File: config.mk
export PLATFORM = sky130hd
export DESIGN_NAME = muldiv_unit_flat
export DESIGN_NICKNAME = d
export VERILOG_FILES = /design/src/rtl/muldiv_pkg.sv /design/src/rtl/muldiv_if.sv /design/src/rtl/muldiv_divcore.sv /design/src/rtl/muldiv_unit.sv /design/src/flat_wrapper.sv
export SDC_FILE = /design/constraint.sdc
export NUM_CORES = 1
export LEC_CHECK = 0
export ABC_AREA = 0
export CAP_MARGIN = 20
export CORE_MARGIN = 1
export CORE_UTILIZATION = 40
export DETAILED_ROUTE_END_ITERATION = 10
export PLACE_DENSITY_LB_ADDON = 0.08
export SETUP_SLACK_MARGIN = 0.4
export SLEW_MARGIN = 20
export SYNTH_ARGS = -nofsm -noshare
export SYNTH_HDL_FRONTEND = slang
export SYNTH_SLANG_ARGS = --single-unit
File: constraint.sdc
create_clock -name Clk -period 4.4 [get_ports Clk]
set_clock_uncertainty 0.05 [all_clocks]
set_input_delay 1.1 -clock Clk [delete_from_list [all_inputs] [get_ports Clk]]
set_output_delay 1.1 -clock Clk [all_outputs]
set_load 0.02 [all_outputs]
File: src/rtl/muldiv_pkg.sv
// muldiv_pkg: shared definitions for the multi-cycle multiply/divide unit.
//   - Op encoding (OP_MULT .. OP_MSUB) as issued by the ALU
//   - FSM state encoding (S_IDLE, S_RUN, S_FIX)
//   - small op-class helpers used by the top
package muldiv_pkg;

  localparam logic [2:0] OP_MULT  = 3'd0;
  localparam logic [2:0] OP_MULTU = 3'd1;
  localparam logic [2:0] OP_DIV   = 3'd2;
  localparam logic [2:0] OP_DIVU  = 3'd3;
  localparam logic [2:0] OP_MTHI  = 3'd4;
  localparam logic [2:0] OP_MTLO  = 3'd5;
  localparam logic [2:0] OP_MADD  = 3'd6;
  localparam logic [2:0] OP_MSUB  = 3'd7;

  typedef enum logic [1:0] {
    S_IDLE = 2'd0,
    S_RUN  = 2'd1,
    S_FIX  = 2'd2
  } state_t;

  // Ops whose operands are interpreted as two's complement.
  function automatic logic op_is_signed(input logic [2:0] op);
    return (op == OP_MULT) || (op == OP_DIV) || (op == OP_MADD) || (op == OP_MSUB);
  endfunction

  function automatic logic op_is_div(input logic [2:0] op);
    return (op == OP_DIV) || (op == OP_DIVU);
  endfunction

endpackage

File: src/rtl/muldiv_if.sv
// muldiv_if: issue/result bundle between the ALU-side issuer and muldiv_unit.
//   Start, Op, A, B      : issue request and operands (master -> slave)
//   Busy, Done, DivZero  : handshake/status (slave -> master)
//   Hi, Lo               : HI/LO result registers (slave -> master)
interface muldiv_if #(
  parameter int WIDTH = 32
);
  logic             Start;
  logic [2:0]       Op;
  logic [WIDTH-1:0] A;
  logic [WIDTH-1:0] B;
  logic             Busy;
  logic             Done;
  logic             DivZero;
  logic [WIDTH-1:0] Hi;
  logic [WIDTH-1:0] Lo;

  modport master (
    output Start, Op, A, B,
    input  Busy, Done, DivZero, Hi, Lo
  );

  modport slave (
    input  Start, Op, A, B,
    output Busy, Done, DivZero, Hi, Lo
  );
endinterface

File: src/rtl/muldiv_divcore.sv
// muldiv_divcore: one restoring-division step (purely combinational).
//   rem_i : partial remainder (always < div_i)
//   quo_i : dividend bits still to be shifted in; quotient bits collect at LSB
//   div_i : divisor magnitude
//   rem_o, quo_o : state after shifting in one dividend bit and trial-subtracting
module muldiv_divcore #(
  parameter int WIDTH = 32
) (
  input  logic [WIDTH-1:0] rem_i,
  input  logic [WIDTH-1:0] quo_i,
  input  logic [WIDTH-1:0] div_i,
  output logic [WIDTH-1:0] rem_o,
  output logic [WIDTH-1:0] quo_o
);

  logic [WIDTH-1:0] shifted;
  logic             ge;

  always_comb begin
    // The shifted remainder is WIDTH+1 bits wide; its top bit is rem_i[MSB].
    // If that bit is set the value already exceeds any WIDTH-bit divisor, and
    // because the result is < div_i the subtraction can be kept modulo 2^WIDTH.
    shifted = {rem_i[WIDTH-2:0], quo_i[WIDTH-1]};
    ge      = rem_i[WIDTH-1] || (shifted >= div_i);
    if (ge) begin
      rem_o = shifted - div_i;
      quo_o = {quo_i[WIDTH-2:0], 1'b1};
    end else begin
      rem_o = shifted;
      quo_o = {quo_i[WIDTH-2:0], 1'b0};
    end
  end

endmodule

File: src/rtl/muldiv_unit.sv
// muldiv_unit: multi-cycle multiply/divide unit with HI/LO result registers.
//   Clk  : clock, rising edge
//   Rst  : asynchronous active-low reset
//   bus  : muldiv_if.slave -- Start/Op/A/B in; Busy/Done/DivZero/Hi/Lo out
// Iterative ops take WIDTH shift-add / restoring-divide steps on operand
// magnitudes, then one FIX cycle applies signs and writes Hi/Lo.
// Optional feature macro MULDIV_ACCUM_EN enables MADD/MSUB (Op 6/7); without
// it those opcodes are ignored entirely.
module muldiv_unit
  import muldiv_pkg::*;
#(
  parameter int WIDTH = 32,
  parameter int CNT_W = $clog2(WIDTH) + 1
) (
  input logic     Clk,
  input logic     Rst,
  muldiv_if.slave bus
);

  localparam logic [CNT_W-1:0] LAST = CNT_W'(WIDTH - 1);

  state_t             state_q;
  logic [CNT_W-1:0]   cnt_q;
  logic               busy_q, done_q, divzero_q;
  logic [WIDTH-1:0]   hi_q, lo_q;

  // Operand/iteration state: no reset needed, always loaded on accept.
  logic [WIDTH-1:0]   a_q, am_q, bm_q;
  logic [2:0]         op_q;
  logic               neg_q, rneg_q;
  logic [2*WIDTH-1:0] p_q;

  logic               in_signed, iter_op, start_run, div0;
  logic [WIDTH-1:0]   in_am, in_bm;
  logic [WIDTH:0]     mul_sum;
  logic [WIDTH-1:0]   rem_o, quo_o;
  logic [WIDTH-1:0]   quo_s, rem_s;
  logic [2*WIDTH-1:0] prod_s, res_hl;

  assign bus.Busy    = busy_q;
  assign bus.Done    = done_q;
  assign bus.DivZero = divzero_q;
  assign bus.Hi      = hi_q;
  assign bus.Lo      = lo_q;

  always_comb begin
    iter_op = (bus.Op <= OP_DIVU);
`ifdef MULDIV_ACCUM_EN
    iter_op = iter_op || (bus.Op == OP_MADD) || (bus.Op == OP_MSUB);
`endif
    in_signed = op_is_signed(bus.Op);
    in_am     = (in_signed && bus.A[WIDTH-1]) ? -bus.A : bus.A;
    in_bm     = (in_signed && bus.B[WIDTH-1]) ? -bus.B : bus.B;
    start_run = (state_q == S_IDLE) && bus.Start && iter_op;
    div0      = op_is_div(op_q) && (bm_q == '0);
  end

  muldiv_divcore #(.WIDTH(WIDTH)) u_divcore (
    .rem_i (p_q[2*WIDTH-1:WIDTH]),
    .quo_i (p_q[WIDTH-1:0]),
    .div_i (bm_q),
    .rem_o (rem_o),
    .quo_o (quo_o)
  );

  // Shift-add multiply: multiplier sits in the low half and is consumed LSB
  // first while the partial product grows down from the high half.
  assign mul_sum = {1'b0, p_q[2*WIDTH-1:WIDTH]} + (p_q[0] ? {1'b0, am_q} : '0);

  always_comb begin
    prod_s = neg_q  ? -p_q : p_q;
    quo_s  = neg_q  ? -p_q[WIDTH-1:0] : p_q[WIDTH-1:0];
    // Remainder follows the dividend's sign (truncating division).
    rem_s  = rneg_q ? -p_q[2*WIDTH-1:WIDTH] : p_q[2*WIDTH-1:WIDTH];
    res_hl = prod_s;
    if (div0) begin
      res_hl = {a_q, {WIDTH{1'b1}}};
    end else if (op_is_div(op_q)) begin
      res_hl = {rem_s, quo_s};
    end
`ifdef MULDIV_ACCUM_EN
    else if (op_q == OP_MADD) begin
      res_hl = {hi_q, lo_q} + prod_s;
    end else if (op_q == OP_MSUB) begin
      res_hl = {hi_q, lo_q} - prod_s;
    end
`endif
  end

  always_ff @(posedge Clk) begin
    if (start_run) begin
      a_q    <= bus.A;
      am_q   <= in_am;
      bm_q   <= in_bm;
      op_q   <= bus.Op;
      neg_q  <= in_signed && (bus.A[WIDTH-1] ^ bus.B[WIDTH-1]);
      rneg_q <= in_signed && bus.A[WIDTH-1];
      p_q    <= {{WIDTH{1'b0}}, (op_is_div(bus.Op) ? in_am : in_bm)};
    end else if ((state_q == S_RUN) && !div0) begin
      p_q <= op_is_div(op_q) ? {rem_o, quo_o} : {mul_sum, p_q[WIDTH-1:1]};
    end
  end

  always_ff @(posedge Clk or negedge Rst) begin
    if (!Rst) begin
      state_q   <= S_IDLE;
      cnt_q     <= '0;
      busy_q    <= 1'b0;
      done_q    <= 1'b0;
      divzero_q <= 1'b0;
      hi_q      <= '0;
      lo_q      <= '0;
    end else begin
      done_q <= 1'b0;
      unique case (state_q)
        S_IDLE: begin
          if (start_run) begin
            state_q   <= S_RUN;
            busy_q    <= 1'b1;
            cnt_q     <= '0;
            divzero_q <= 1'b0;
          end else if (bus.Start && (bus.Op == OP_MTHI)) begin
            hi_q      <= bus.A;
            done_q    <= 1'b1;
            divzero_q <= 1'b0;
          end else if (bus.Start && (bus.Op == OP_MTLO)) begin
            lo_q      <= bus.A;
            done_q    <= 1'b1;
            divzero_q <= 1'b0;
          end
        end
        S_RUN: begin
          // A zero divisor needs no iterations: go straight to FIX.
          if (div0 || (cnt_q == LAST)) begin
            state_q <= S_FIX;
          end
          cnt_q <= cnt_q + CNT_W'(1);
        end
        S_FIX: begin
          {hi_q, lo_q} <= res_hl;
          divzero_q    <= div0;
          done_q       <= 1'b1;
          busy_q       <= 1'b0;
          state_q      <= S_IDLE;
        end
        default: state_q <= S_IDLE;
      endcase
    end
  end

endmodule

File: src/flat_wrapper.sv
// flat-port wrapper written by rule: the top's interface ports become plain ports
module muldiv_unit_flat import muldiv_pkg::*;
#(
  parameter int WIDTH = 32,
  parameter int CNT_W = $clog2(WIDTH) + 1
)
  (Clk, Rst, bus_Start, bus_Op, bus_A, bus_B, bus_Busy, bus_Done, bus_DivZero, bus_Hi, bus_Lo);
  muldiv_if #(.WIDTH(WIDTH)) bus_i ();
  input logic Clk;
  input logic Rst;
  input wire logic [$bits(bus_i.Start)-1:0] bus_Start;
  input wire logic [$bits(bus_i.Op)-1:0] bus_Op;
  input wire logic [$bits(bus_i.A)-1:0] bus_A;
  input wire logic [$bits(bus_i.B)-1:0] bus_B;
  output wire logic [$bits(bus_i.Busy)-1:0] bus_Busy;
  output wire logic [$bits(bus_i.Done)-1:0] bus_Done;
  output wire logic [$bits(bus_i.DivZero)-1:0] bus_DivZero;
  output wire logic [$bits(bus_i.Hi)-1:0] bus_Hi;
  output wire logic [$bits(bus_i.Lo)-1:0] bus_Lo;
  assign bus_i.Start = bus_Start;
  assign bus_i.Op = bus_Op;
  assign bus_i.A = bus_A;
  assign bus_i.B = bus_B;
  assign bus_Busy = bus_i.Busy;
  assign bus_Done = bus_i.Done;
  assign bus_DivZero = bus_i.DivZero;
  assign bus_Hi = bus_i.Hi;
  assign bus_Lo = bus_i.Lo;
  muldiv_unit #(.WIDTH(WIDTH), .CNT_W(CNT_W)) u_core (.Clk(Clk), .Rst(Rst), .bus(bus_i));
endmodule
== Word level (Yosys, flattened, before mapping) ==
Cells that the tools add are included.

* Magnitude comparators: 2
* Equal/unequal tests: 18
* Multipliers: 0
* Divide/modulo/power cells: 0
* Add/subtract/negate cells: 8
* Shift operators: 0
* Muxes and demuxes: 36
* Reductions and logical operators: 29
* Bitwise operators: 1

{| class="wikitable"
|+ Operators with widths
! cell !! number
|-
| $mux 32 || 14
|-
| $mux 64 || 4
|-
| $neg 32->32 || 4
|-
| $pmux 32 s2 || 2
|-
| $neg 64->64 || 1
|-
| $add 32x32->33 || 1
|-
| $ge 32x32->1 || 1
|-
| $logic_not 32->1 || 1
|-
| $sub 32x32->32 || 1
|-
| $eq 3x2->1 const B || 4
|-
| $eq 3x3->1 const B || 4
|-
| $pmux 6 s2 || 1
|-
| $ne 2x2->1 const B || 5
|-
| $logic_and 1x1->1 || 9
|-
| $mux 1 || 8
|-
| $reduce_and 2->1 || 4
|-
| $logic_or 1x1->1 || 7
|-
| $add 6x1->6 const B || 1
|-
| $eq 6x5->1 const B || 1
|-
| $mux 6 || 1
|-
| $pmux 1 s2 || 3
|-
| $reduce_bool 2->1 || 3
|-
| $mux 2 || 2
|-
| $ne 4x3->1 const B || 1
|-
| other kinds (11) || 11
|}

* Bits in latches: 0
* Memories: 0
* Input port bits: 70
* ROM bits: 0
* Memory bits (writable): 0
* Output and inout bits: 67
* Register bits: 240

== Longest topological paths before layout ==
Gate-level depths: netlist of the first run.

* Depth after elaboration: 8
* Depth in mapped cells: 14

== Hierarchy ==
From an unflattened synthesis of the first run, not the netlist that was laid out.

* Cells, all modules: 1972
* Area total of the unflattened synthesis: 17521.8 um^2

{| class="wikitable"
|+ By module, submodules not included
! module !! instances !! cells an instance !! area each (um^2) !! sequential area each (um^2)
|-
| muldiv_unit || 1 || 1595 || 14705.4 || 6451.2
|-
| muldiv_divcore || 1 || 377 || 2816.5 || 0.0
|}

== Least setup slack after synthesis of the first run ==
No wires, ideal clock.

* Path type: input port to flip-flop
* Start: input port bus_Op[2]
* End: register u_core.p_q[26] (data pin)
* Setup time: 0.417 ns
* Arrival: 4.718 ns
* Data required time: 3.933 ns
* Setup slack: -0.785 ns
* Path buffers: 2
* Cell stages on the path: 6
* Path through: inv_1 > nand3_1 > clkinv_1 > clkbuf_1 > clkbuf_1 > o22ai_1

{| class="wikitable"
|+ RTL lines
! what !! RTL line !! text
|-
| start, declared || flat_wrapper.sv:12 || <nowiki>input wire logic [$bits(bus_i.Op)-1:0] bus_Op;</nowiki>
|-
| $le 3x2->1 || muldiv_unit.sv:47 || <nowiki>iter_op = (bus.Op <= OP_DIVU);</nowiki>
|-
| $logic_and 1x1->1 || muldiv_unit.sv:54 || <nowiki>start_run = (state_q == S_IDLE) && bus.Start && iter_op;</nowiki>
|-
| net u_core.start_run || muldiv_unit.sv:33 || <nowiki>logic in_signed, iter_op, start_run, div0;</nowiki>
|-
| $mux 32 || muldiv_unit.sv:91 || <nowiki>if (start_run) begin</nowiki>
|-
| end signal, assigned || muldiv_unit.sv:98 || <nowiki>p_q <= {{WIDTH{1'b0}}, (op_is_div(bus.Op) ? in_am : in_bm)};</nowiki>
|-
| end signal, assigned || muldiv_unit.sv:100 || <nowiki>p_q <= op_is_div(op_q) ? {rem_o, quo_o} : {mul_sum, p_q[WIDTH-1:1]};</nowiki>
|-
| end, declared || muldiv_unit.sv:31 || <nowiki>logic [2*WIDTH-1:0] p_q;</nowiki>
|}

The timed path passes the listed nets, and every way through them passes these cells.
A chain may end at the register's enable or synchronous reset.

== Worst setup path in the final report of the first run ==
* Start: register u_core.p_q[0]
* End: register u_core.p_q[63]

* Word-level cells in the longest chain between the ends: 3

{| class="wikitable"
|+ Ends and longest elaborated chain
! what !! RTL line !! text
|-
| $mux 32 || muldiv_unit.sv:68 || <nowiki>assign mul_sum = {1'b0, p_q[2*WIDTH-1:WIDTH]} + (p_q[0] ? {1'b0, am_q} : '0);</nowiki>
|-
| $add 32x32->33 || muldiv_unit.sv:68 ||
|-
| $mux 64 || muldiv_unit.sv:100 ||
|}

No other way between the ends.

==> impl_metrics.yaml, run 1 <==
status:
  outcome: "complete, but fails checks"
  violations: "DRC"
place:
  place.gp.congestion: 0.912
  hpwl_um: 50000
  dp_cells: 2584
  io_buffers: 136
worst_hold_path:
  hold_path_depth: 2
  hold_path_end: "u_core.bus.Hi[20]"
  hp-start: "u_core.bus.Hi[20]"
  min_path_type: "reg2reg"
worst_setup_path:
  regToRegEndpoint: "u_core.p_q[63]"
  worst_ep_arrival_time_ps: 4210
  startpoint_type: "register"
  cp.required_ps: 4780
  crit_chain: "and2_1 -> ha_1 -> fa_1 -> a211oi_1 -> nor2_1 -> o2111ai_1 -> a21oi_1 -> o31ai_1 -> o211ai_1 -> o211a_1 -> o22ai_1 -> a31oi_1"
  rr_worst_depth: 12
  path_max_fanout: 11
  crit_type: "reg2reg"
  critPathMaxStageDelay_ps: 610
  cp_num_buf_inv: 0
  crit_path_start: "u_core.p_q[0]"
  slowest_stage: "edfxtp_1"
  r2r-start: "u_core.p_q[0]"
  cp_top_family: "compound AO/OA/AOI/OAI gates"
  regToRegSetupSlack_ps: 570
  end_kind: "register"
synth:
  synth_cells: 1934
  synth_seq_cells: 238
  async_flop_share_pct: 31.5
  syn_area_per_cell_sq_um: 8.63
  seq_area_frac_synth_pct: 38.7
  yosysMostFrequentCell: "nand2_1"
  yosysTopAreaCellShare_pct: 23.6
  synth_top_area_cell: "edfxtp_1"
  synth_ff_type: "edfxtp_1"
  syn_area_sq_mm: 0.0167
  synthTopCellsByCount: "nand2_1, o21ai_0, a21oi_1"
  synthTopCellsByArea: "edfxtp_1, dfrtp_1, o21ai_0"
  synth_edf_count: 131
  ys_warn_count: 0
  synth_cell_types: 81
  synthesis.nets: 2075
sta:
  worstMarginPinSlew_ps: 944
  timing_hold_violations_final: 0
  finalSetupTns_ps: 0
  fin_crit_sh_pct: 86.9
  rsz0062_at_grt: "no"
  whs_ps: 430
  report.final.setup_viol: 0
  slew_headroom_pct: 37.0
  period_needed_ps: 3830
  fmax_mhz: 261
  final_max_slew_viol_count: 0
power:
  p_per_area_mw_per_mm2: 597
  worst_ir_drop_vdd_mv: 0.326
  p_sw_w: 0.00517
  clkPwrFrac_pct: 20.7
  swShare_pct: 43.3
  p_leak_nw: 7.95
  p_comb_share_pct: 49.9
  p_int_w: 0.00679
  power_frac_seq_pct: 29.4
clocking:
  tritoncts: "done"
  clock_path_buffers: 3
  holdBufCountCts: 0
  cts_buffers: 28
  cts_setup_buffers: 0
  insertion_delay_ps: 570
  cts_resized: 0
  clock-sinks: 238
  htree_levels: 1
  clk_pin_slew_ps: 60
  clock-root-buffer: "clkbuf_16"
cells_and_area:
  drive_gt1_share_pct: 7.98
  fin_nets: 2223
  finalNonFillerCells: 2636
  n_antenna_cell: 0
  fillerInstances: 3964
  area_growth_pct: 20.1
floorplan:
  start_util_pct: 40.7
  ios: 137
  die_area_sq_mm: 0.0425
  die_w_um: 206
  die-height_um: 206
  core_area_sq_mm: 0.0410
  num_rows: 74
route:
  drtIter0Drc: 1295
  drc_errors: 2
  dr.pass1.iters: 8
  via_per_inst: 5.91
  postRouteAntennaNets: 0
  drt_wl_total_um: 63500
  dr_total_vias: 15600
  wl_per_cell_um: 24.1
global_route:
  grt_max_degree: 86
  grt_pass1_vias: 14800
  grt_use_total_pct: 29.6
  antenna_found_initial: 0
  grt_pass1_wl_um: 93100
  overflow: 0
flow_run:
  drv_cap: 0
[per-stage QoR]
step / cell area [sq um] / total power (W) / util [%] / setup WS, ps
floorplan: 16700 / 0.00731 / - / 767
global placement: 19100 / 0.00942 / 46.5 / 277
detailed placement: 19100 / 0.00946 / 46.5 / 249
CTS: 20000 / 0.0120 / 48.8 / 676
global route: 20000 / 0.0127 / 48.9 / 406
finish: 20000 / 0.0120 / 48.9 / 574
[power by group through the flow]
stage	Clock, W	Combinational, W	Sequential [W]
final	0.00248	0.00597	0.00351
after floorplan	0	0.00384	0.00347
after global placement	0	0.00588	0.00355
after detailed placement	0	0.00591	0.00355
after global routing	0.00259	0.00654	0.00355
after CTS	0.00250	0.00595	0.00351
[worst max-delay path by stage]
stage | depth (start not counted) | endpoint
global route | 12 | u_core.p_q[48]
finish | 12 | u_core.p_q[63]
detailed placement | 10 | u_core.p_q[24]
floorplan | 6 | u_core.p_q[26]
global placement | 9 | u_core.p_q[27]
CTS | 11 | u_core.p_q[55]
[metal layers]
layer | part of all wire, % | GRT usage (%)
met1 | 44 | 40.6
met2 | 47 | 48.2
met3 | 6.1 | 4.35
met4 | 2.7 | 8.38
met5 | 0 | 0
[worst min-delay path, cell delays in order (launching register included)]
cell and delay (ps):
dfrtp_1 340, nand2_1 50, o21ai_0 60
[flip-flops by register name, indices dropped and copies added (netlist names)]
name / flops
u_core.bus.Done: 1
u_core.bus.Lo: 32
u_core.state_q: 2
u_core.p_q: 64
u_core.am_q: 32
u_core.bus.DivZero: 1
u_core.rneg_q: 1
u_core.bus.Hi: 32
u_core.cnt_q: 6
u_core.bus.Busy: 1
u_core.bm_q: 32
u_core.a_q: 31
u_core.neg_q: 1
u_core.op_q: 2
[logic make-up after synthesis]
family                     count (synthesis)  share of synthesized area [%]
buffers and inverters                    170                           3.86
xor gates and xnor gates                 166                           8.72
DFF                                      238                           38.7
muxes                                     39                           2.34
AOI/OAI and AO/OA                        624                           22.8
adders and majority gates                 71                           5.42
and+or+nand+nor                          626                           18.2
[area by class of cell]
cell class / count / area (sq um) / share of cell area, %
clock buffer: 45 / 888 / 4.43
timing repair buffer: 219 / 2030 / 10.1
multi-input combinational: 1526 / 9650 / 48.2
inverter: 69 / 262 / 1.31
clock inverter: 7 / 87.6 / 0.437
tap: 532 / 666 / 3.32
sequential: 238 / 6450 / 32.2
[cell usage in the layout, fill, tap and decap left out, types with 17 or more instances in the layout]
cell / count
o21ai_0: 213
clkbuf_16: 31
buf_4: 80
a21o_1: 25
a211oi_1: 21
xnor2_1: 98
edfxtp_1: 131
and3_1: 31
dfrtp_1: 75
a31oi_1: 27
and2_1: 40
o22ai_1: 41
nand2b_1: 17
dfxtp_1: 32
nor4_1: 18
o31ai_1: 31
nor3_1: 38
nor2_1: 127
or3_1: 17
nand2_1: 233
clkdlybuf4s50_1: 135
ha_1: 69
nand3_1: 26
mux2i_1: 39
a21oi_1: 151
xor2_1: 68
inv_1: 67
Note: power is estimated with default switching activity, not from simulation.
==> inputs of run 2 (changes only) <==
- ABC_CLOCK_PERIOD_IN_PS: unset -> 4400
==> results of run 2 <==
The final DEF is identical to that of run 1; final timing and power are the same.
==> inputs of run 3 (changes only) <==
- ABC_CLOCK_PERIOD_IN_PS: 4400 -> 3580
- clock period: 4.4 -> 3.58 ns (I/O delays scaled with it)
==> impl_metrics.yaml, run 3 (synthesized netlist as in run 1, its figures left out) <==
floorplan:
  ios: 137
  core_area_sq_mm: 0.0410
  die_area_sq_mm: 0.0425
  die_w_um: 206
  start_util_pct: 40.7
  num_rows: 74
  die-height_um: 206
clocking:
  tritoncts: "done"
  cts_buffers: 29
  clock-sinks: 238
  clk_pin_slew_ps: 60
  clock_path_buffers: 3
  htree_levels: 1
  clock-root-buffer: "clkbuf_16"
  insertion_delay_ps: 580
sta:
  worstMarginPinSlew_ps: 794
  final_max_slew_viol_count: 0
  report.final.setup_viol: 0
  fmax_mhz: 308
  slew_headroom_pct: 47.0
  period_needed_ps: 3250
  timing_hold_violations_final: 0
  rsz0062_at_grt: "yes"
  fin_crit_sh_pct: 90.7
power:
  p_per_area_mw_per_mm2: 749
  p_sw_w: 0.00682
  p_comb_share_pct: 53.8
  p_leak_nw: 8.78
  swShare_pct: 42.0
  p_int_w: 0.00941
  worst_ir_drop_vdd_mv: 0.409
  power_frac_seq_pct: 24.7
  power_w: 0.0162
  clkPwrFrac_pct: 21.5
status:
  violations: "DRC"
  outcome: "complete, but fails checks"
worst_setup_path:
  cp_num_buf_inv: 1
  worst_ep_arrival_time_ps: 3710
  r2r-start: "u_core.p_q[0]"
  critPathMaxStageDelay_ps: 430
  path_common_cell: "o21ai_1"
  startpoint_type: "register"
  rr_worst_depth: 12
  regToRegSetupSlack_ps: 330
  crit_type: "reg2reg"
  cp.required_ps: 4040
  cp_top_family: "compound AO/OA/AOI/OAI gates"
  slowest_stage: "edfxtp_1"
  path_max_fanout: 28
  regToRegEndpoint: "u_core.p_q[57]"
  crit_chain: "buf_6 -> and2_1 -> ha_1 -> nand2_1 -> o21ai_1 -> o211ai_1 -> a211o_1 -> a21boi_2 -> a31oi_1 -> o21ai_1 -> mux2i_1 -> o31a_1"
  end_kind: "register"
route:
  dr.pass1.iters: 11
  drtIter0Drc: 1421
  drt_wl_total_um: 66600
  drc_errors: 6
  postRouteAntennaNets: 0
  wl_per_cell_um: 24.0
  dr_total_vias: 16600
  via_per_inst: 5.96
cells_and_area:
  n_antenna_cell: 0
  area_growth_pct: 29.9
  final_cell_mix: "nand2_1, buf_4, o21ai_0, a21oi_1"
  postLayoutCellArea_sq_mm: 0.0217
  layout_commonest_cell: "nand2_1"
  fin_nets: 2364
  regMostFlops: "u_core.p_q"
  largest_reg_flops: 64
  drive_gt1_share_pct: 16.8
global_route:
  grt_pass1_vias: 16000
  overflow: 0
  antenna_found_initial: 1
  grt_pass1_wl_um: 97400
  grt_use_total_pct: 30.9
  grt_max_degree: 130
place:
  place.gp.congestion: 0.965
  dpl_cell_area_sq_mm: 0.0200
  hpwl_um: 51900
  io_buffers: 136
worst_hold_path:
  min_path_type: "in2async"
flow_run:
  drv_cap: 0
## run 3: worst max path at each step
stage                              from        endpoint  slack [ps]  depth (start not counted)
after floorplan               bus_B[16]  u_core.p_q[31]         400                          8
after global placement        bus_B[10]  u_core.p_q[24]        -200                         10
after detailed placement      bus_B[16]  u_core.p_q[31]        -220                          9
after CTS                 u_core.p_q[0]  u_core.p_q[57]         360                         12
after global routing      u_core.p_q[0]  u_core.p_q[58]         250                         13
final                     u_core.p_q[0]  u_core.p_q[57]         330                         12
## run 3: power groups by stage
stage	combinational, W	clock, W	sequential [W]
2_1_floorplan	0.00472	0	0.00427
3_3_place_gp	0.00808	0	0.00404
3_5_place_dp	0.00813	0	0.00404
4_1_cts	0.00834	0.00352	0.00400
5_1_grt	0.00947	0.00362	0.00406
6_report	0.00874	0.00349	0.00401
## run 3: stage by stage
stage               util [%]  setup TNS, ps  hold WS (ps)  cells  setup WS (ps)
global placement        48.6           -942           413   2699           -200
floorplan                  -              0           404   1934            401
CTS                     51.8              0           277   2760            356
finish                  52.8              0           265   2778            332
global route            52.8              0           294   2778            250
detailed placement      48.6          -1340           417   2699           -216
## run 3: area by class of cell
type	count	area [sq um]
well taps	532	666
clock buffers	33	783
fillers	3891	19300
inverters	69	262
repair buffers	359	3140
flip-flops and latches	238	6450
clock inverters	21	335
multi-input cells	1526	10000
## run 3: timing repair
item | CTS | global route
setup endpoints to repair | 30 | 82
hold buffers | 0 | 0
pin swaps | 13 | 32
setup buffers | 7 | 17
gates resized for setup | 30 | 71
## run 3: routing by layer
| layer | vias up | GRT usage [%] | wire length [um] |
|---|---|---|---|
| li1 | 7689 | - | - |
| met1 | 8122 | 40.8 | 28200 |
| met2 | 603 | 51.8 | 31400 |
| met3 | 142 | 3.53 | 3990 |
| met4 | 2 | 11.6 | 2970 |
| met5 | - | 0 | 8 |
